<file path="config.mk">
export PLATFORM = sky130hd
export DESIGN_NAME = pipe_skid_buf_flat
export DESIGN_NICKNAME = d
export VERILOG_FILES = /design/src/rtl/pipe_skid_buf_pkg.sv /design/src/rtl/pipe_skid_buf_if.sv /design/src/rtl/pipe_skid_ctrl.sv /design/src/rtl/pipe_skid_buf.sv /design/src/flat_wrapper.sv
export SDC_FILE = /design/constraint.sdc
export NUM_CORES = 1
export LEC_CHECK = 0
export ABC_AREA = 1
export BUFFER_PORTS_ARGS = -buffer_cell sky130_fd_sc_hd__buf_2
export CORE_ASPECT_RATIO = 1.2
export CORE_MARGIN = 4
export CORE_UTILIZATION = 50
export CTS_CLUSTER_DIAMETER = 200
export DETAILED_ROUTE_END_ITERATION = 16
export PLACE_DENSITY_LB_ADDON = 0.3
export SLEW_MARGIN = 15
export SYNTH_ARGS = -nofsm -noshare
export SYNTH_HDL_FRONTEND = slang
export SYNTH_SLANG_ARGS = --single-unit
</file>
<file path="constraint.sdc">
create_clock -name clk -period 3.6 [get_ports clk]
set_clock_uncertainty 0.2 [all_clocks]
set_input_delay 0.18 -clock clk [delete_from_list [all_inputs] [get_ports clk]]
set_output_delay 0.18 -clock clk [all_outputs]
set_load 0.1 [all_outputs]
</file>
<file path="src/rtl/pipe_skid_buf_pkg.sv">
// Shared CPU pipeline package: skid-buffer state encodings and the default datapath width.
package pipe_skid_buf_pkg;

  localparam int unsigned XLEN = 32;

  typedef enum logic [1:0] {
    SKID_EMPTY = 2'd0,
    SKID_BUSY  = 2'd1,
    SKID_FULL  = 2'd2
  } skid_state_e;

endpackage

</file>
<file path="src/rtl/pipe_skid_buf_if.sv">
// Valid/ready/data handshake bundle between pipeline stages.
interface pipe_skid_buf_if #(
  parameter int unsigned DW = 32
);
  logic          valid;
  logic          ready;
  logic [DW-1:0] data;

  modport master (output valid, output data, input ready);
  modport slave  (input valid, input data, output ready);
endinterface

</file>
<file path="src/rtl/pipe_skid_ctrl.sv">
// Skid-buffer control FSM: occupancy state, ready/valid decode and data-register load strobes.
// Optional synchronous flush when PIPE_SKID_FLUSH_EN is defined.
module pipe_skid_ctrl
  import pipe_skid_buf_pkg::*;
(
  input  logic       clk,
  input  logic       rstn,
`ifdef PIPE_SKID_FLUSH_EN
  input  logic       flush_i,
`endif
  input  logic       in_valid_i,
  input  logic       out_ready_i,
  output logic       in_ready_o,
  output logic       out_valid_o,
  output logic [1:0] count_o,
  output logic       main_ld_o,
  output logic       main_sel_skid_o,
  output logic       skid_ld_o
);

  skid_state_e state_q, state_d;
  logic        in_fire, out_fire, flush;

`ifdef PIPE_SKID_FLUSH_EN
  assign flush = flush_i;
`else
  assign flush = 1'b0;
`endif

  // Fires decode from state only, so in_ready never depends on out_ready.
  assign in_fire  = in_valid_i  & (state_q != SKID_FULL);
  assign out_fire = out_ready_i & (state_q != SKID_EMPTY);

  always_ff @(posedge clk) begin
    if (!rstn) begin
      state_q <= SKID_EMPTY;
    end else begin
      state_q <= state_d;
    end
  end

  always_comb begin
    state_d = state_q;
    if (flush) begin
      state_d = SKID_EMPTY;
    end else begin
      case (state_q)
        SKID_EMPTY: if (in_fire) state_d = SKID_BUSY;
        SKID_BUSY: begin
          if (in_fire && !out_fire)      state_d = SKID_FULL;
          else if (!in_fire && out_fire) state_d = SKID_EMPTY;
        end
        SKID_FULL:  if (out_fire) state_d = SKID_BUSY;
        default:    state_d = SKID_EMPTY;
      endcase
    end
  end

  always_comb begin
    in_ready_o      = (state_q != SKID_FULL);
    out_valid_o     = (state_q != SKID_EMPTY);
    count_o         = state_q;
    main_ld_o       = 1'b0;
    main_sel_skid_o = 1'b0;
    skid_ld_o       = 1'b0;
    // Flush leaves the data registers untouched.
    if (!flush) begin
      case (state_q)
        SKID_EMPTY: main_ld_o = in_fire;
        SKID_BUSY: begin
          main_ld_o = in_fire & out_fire;
          skid_ld_o = in_fire & ~out_fire;
        end
        SKID_FULL: begin
          main_ld_o       = out_fire;
          main_sel_skid_o = 1'b1;
        end
        default: ;
      endcase
    end
  end

endmodule

</file>
<file path="src/rtl/pipe_skid_buf.sv">
// Two-entry valid/ready pipeline stage with skid register; in_ready is a pure register decode.
// Optional flush port enabled by PIPE_SKID_FLUSH_EN.
module pipe_skid_buf
  import pipe_skid_buf_pkg::*;
#(
  parameter int unsigned    DW        = XLEN,
  parameter logic [DW-1:0]  RST_VALUE = '0
) (
  input  logic                 clk,
  input  logic                 rstn,
`ifdef PIPE_SKID_FLUSH_EN
  input  logic                 flush_i,
`endif
  pipe_skid_buf_if.slave       in_if,
  pipe_skid_buf_if.master      out_if,
  output logic [1:0]           count_o
);

  logic          in_ready, out_valid;
  logic          main_ld, main_sel_skid, skid_ld;
  logic [DW-1:0] main_q, main_d;
  logic [DW-1:0] skid_q, skid_d;

  pipe_skid_ctrl u_ctrl (
    .clk             (clk),
    .rstn            (rstn),
`ifdef PIPE_SKID_FLUSH_EN
    .flush_i         (flush_i),
`endif
    .in_valid_i      (in_if.valid),
    .out_ready_i     (out_if.ready),
    .in_ready_o      (in_ready),
    .out_valid_o     (out_valid),
    .count_o         (count_o),
    .main_ld_o       (main_ld),
    .main_sel_skid_o (main_sel_skid),
    .skid_ld_o       (skid_ld)
  );

  always_comb begin
    main_d = main_q;
    skid_d = skid_q;
    if (main_ld) main_d = main_sel_skid ? skid_q : in_if.data;
    if (skid_ld) skid_d = in_if.data;
  end

  always_ff @(posedge clk) begin
    if (!rstn) begin
      main_q <= RST_VALUE;
      skid_q <= RST_VALUE;
    end else begin
      main_q <= main_d;
      skid_q <= skid_d;
    end
  end

  assign in_if.ready  = in_ready;
  assign out_if.valid = out_valid;
  assign out_if.data  = main_q;

endmodule

</file>
<file path="src/flat_wrapper.sv">
// flat-port wrapper written by rule: the top's interface ports become plain ports
module pipe_skid_buf_flat import pipe_skid_buf_pkg::*;
#(
  parameter int unsigned    DW        = XLEN,
  parameter logic [DW-1:0]  RST_VALUE = '0
)
  (clk, rstn, count_o, in_if_valid, in_if_data, in_if_ready, out_if_valid, out_if_data, out_if_ready);
  pipe_skid_buf_if #(.DW(DW)) in_if_i ();
  pipe_skid_buf_if #(.DW(DW)) out_if_i ();
  input  logic clk;
  input  logic rstn;
  output logic [1:0] count_o;
  input wire logic [$bits(in_if_i.valid)-1:0] in_if_valid;
  input wire logic [$bits(in_if_i.data)-1:0] in_if_data;
  output wire logic [$bits(in_if_i.ready)-1:0] in_if_ready;
  output wire logic [$bits(out_if_i.valid)-1:0] out_if_valid;
  output wire logic [$bits(out_if_i.data)-1:0] out_if_data;
  input wire logic [$bits(out_if_i.ready)-1:0] out_if_ready;
  assign in_if_i.valid = in_if_valid;
  assign in_if_i.data = in_if_data;
  assign in_if_ready = in_if_i.ready;
  assign out_if_valid = out_if_i.valid;
  assign out_if_data = out_if_i.data;
  assign out_if_i.ready = out_if_ready;
  pipe_skid_buf #(.DW(DW), .RST_VALUE(RST_VALUE)) u_core (.clk(clk), .rstn(rstn), .in_if(in_if_i), .out_if(out_if_i), .count_o(count_o));
endmodule
</file>
==> summary.md <==
| Metric | Value |
|---|---|
| Setup TNS Final | 0 ps |
| Vias in the first global route | 2385 |
| Final Hold Fails | 0 |
| Peak VDD IR | 410 uV |
| CTS tree | yes |
| Yosys cell types | 14 |
| Wire length per cell | 10.5 um |
| Least-Margin Pin Slew | 1050 ps |
| Initial antenna violation count | 0 |
| Cell Pwr Density | 610 nW/um2 |
| # rows | 30 |
| TritonCTS Buffers | 9 |
| Diode count | 0 |
| Clk_lat worst skew | 340 ps |
| First-pass GRT wire length | 10300 um |
| DR iter-0 viols | 138 |
| Fin nets | 564 |
| Part of the Yosys area used for sequential elements | 0.457 |
| Clock transition at path regs | 60 ps |
| Mapped Cells | 438 |
| Gpl congestion | 0.810 |
| Post-route ant nets | 0 |
| Via count | 2797 |
| Met2 Routed Length | 2920 um |
| CP max stage delay | 780 ps |
| Drt drc | 0 |
| CTS Root Cell | clkbuf_8 |
| Area of the multi-input gates | 1190 um2 |
| Setup bufs post-CTS | 0 |
| Setup ws final | 983 ps |
| Area Growth Syn to Fin | 30.2% |
| Mapped cell area | 2890 um2 |
| Storage element area | 1320 um2 |
| Crit path DAT | 2600 ps |
| Dpl ws | 1070 ps |
| Most common library cell in the layout ignoring fill and taps | nand2_1 |
| Core region area | 5630 um2 |
| RSZ-0062 raised after global routing | no |
| # IOs | 72 |
| Total global-route track usage | 0.180 |
| Period utilization | 0.727 |
| Post-CTS resize count | 0 |
| #FFs+latches synth | 66 |
| H-tree levels | 3 |
| Final setup viols | 0 |
| Design area | 3760 um2 |
| Crit. End Element | flop |
| 1st-pass router iterations | 4 |
| Worst-case clock buffer depth | 2 |
| CP Cell Sequence | nor2_1 > nor2_1 > ha_1 > nand3_2 > o21ai_0 > a21oi_1 |
| Syn avg cell area | 6.60 um2 |
| Crit path required time | 3580 ps |
| Fmax | 382 MHz |
| Die width | 77.4 um |
| DIE AREA | 7070 um2 |
| Most frequent CP cell | nor2_1 |
| Post-place instance area | 3210 um2 |
| Rel. slew slack | 0.298 |
| Largest net degree at the start of global routing | 67 |
| Syn nets | 475 |
| CTS Sinks | 66 |
| Share of post-route cells with drive strength above 1 | 0.171 |
| Outcome | finished clean |
| Worst Hold Class | input pin to flop |
| Die height | 91.3 um |
| Startpoint Class | flop |
| Slowest stage cell on the critical path | nand3_2 |
| Highest Signal Layer | met4 |
| Starting density of the core | 0.514 |
| Leakage power figure | 1.88 nW |
| Final Max Tran Viols | 0 |
| Hold-fix buffers at CTS | 33 |
| Routed WL | 6240 um |
| PortBufs | 71 |
| M1 WL | 2850 um |
| WL met3 | 342 um |
| Hpwl dp | 3660 um |
| Critical path class | flop to flop |
| Number of fill cells | 506 |
| Final Critical Period | 2620 ps |
| Vias per cell | 4.70 |
| Crit-path max FO | 65 |
| Max_cap viols | 0 |
| Number of synthesis warnings | 0 |
| GRT overflow | 0 |
| Setup slack, reg-to-reg | 980 ps |
| Commonest cells after routing, fill and taps aside | nand2_1 (103), buf_2 (71), inv_1 (68) |
registers in the layout, indices dropped and copies added (netlist names):
signal and flops:
u_core.out_if.data 32, u_core.skid_q 32, u_core.u_ctrl.count_o 2
cells in the mapped netlist:
library cell,n,area share
o21ai_1,2,0.0035
clkbuf_1,10,0.013
o21ai_0,63,0.11
nand2_1,103,0.13
buf_4,4,0.010
inv_1,68,0.088
buf_2,13,0.023
a21oi_1,34,0.059
nor2_1,67,0.087
dfxtp_1,66,0.46
inv_2,1,0.0013
nand3_1,4,0.0069
ha_1,1,0.0043
nand2_2,2,0.0043
worst paths after layout:
path	from	end	cells past startpoint
max	u_core.u_ctrl.count_o[0]	u_core.skid_q[13]	6
min	in_if_valid	u_core.u_ctrl.count_o[1]	5
max reg2reg	u_core.u_ctrl.count_o[0]	u_core.skid_q[13]	6
min reg2reg	u_core.skid_q[28]	u_core.skid_q[28]	2
layer usage:
| metal | up-vias | global-route usage |
|---|---|---|
| li1 | 1508 | - |
| met1 | 1197 | 0.216 |
| met2 | 79 | 0.297 |
| met3 | 13 | 0.0466 |
| met4 | 0 | 0.0890 |
| met5 | - | 0 |
metrics by stage:
step	hold WS (ps)	total power (W)	cells	util
2_1_floorplan	171	0.00150	438	-
3_3_place_gp	234	0.00160	547	0.570
3_5_place_dp	241	0.00161	547	0.570
4_1_cts	25.1	0.00232	595	0.668
5_1_grt	79.3	0.00242	595	0.669
6_report	33.7	0.00230	595	0.669
where the power goes:
group,leakage [nW],switching [W],internal [W]
clock,0.115,0.000266,0.000411
combinational,1.22,0.000601,0.000161
sequential,0.544,0.0000359,0.000823
total,1.88,0.000903,0.00140
worst max-delay path, delay by kind of cell (launching register included):
kind,cells,cell delay [ps]
compound gates,2,600
fa+ha+maj,1,170
flops,1,470
simple gates,3,990
final cells by class:
| type | instances | area share |
|---|---|---|
| sequential | 66 | 0.351 |
| tap | 64 | 0.0213 |
| clock buffer | 14 | 0.0512 |
| clock inverter | 1 | 0.00798 |
| multi-input combinational | 276 | 0.316 |
| inverter | 69 | 0.0688 |
| timing repair buffer | 105 | 0.184 |
cell families after synthesis:
logic type / after synthesis / synth area share
AND/OR/NAND/NOR: 176 / 0.232
AO/OA/AOI/OAI: 99 / 0.171
flip-flops: 66 / 0.457
adder cells (fa/ha/maj): 1 / 0.00433
buffers and inverters: 96 / 0.135
No activity file was read; power rests on OpenSTA's default activity.
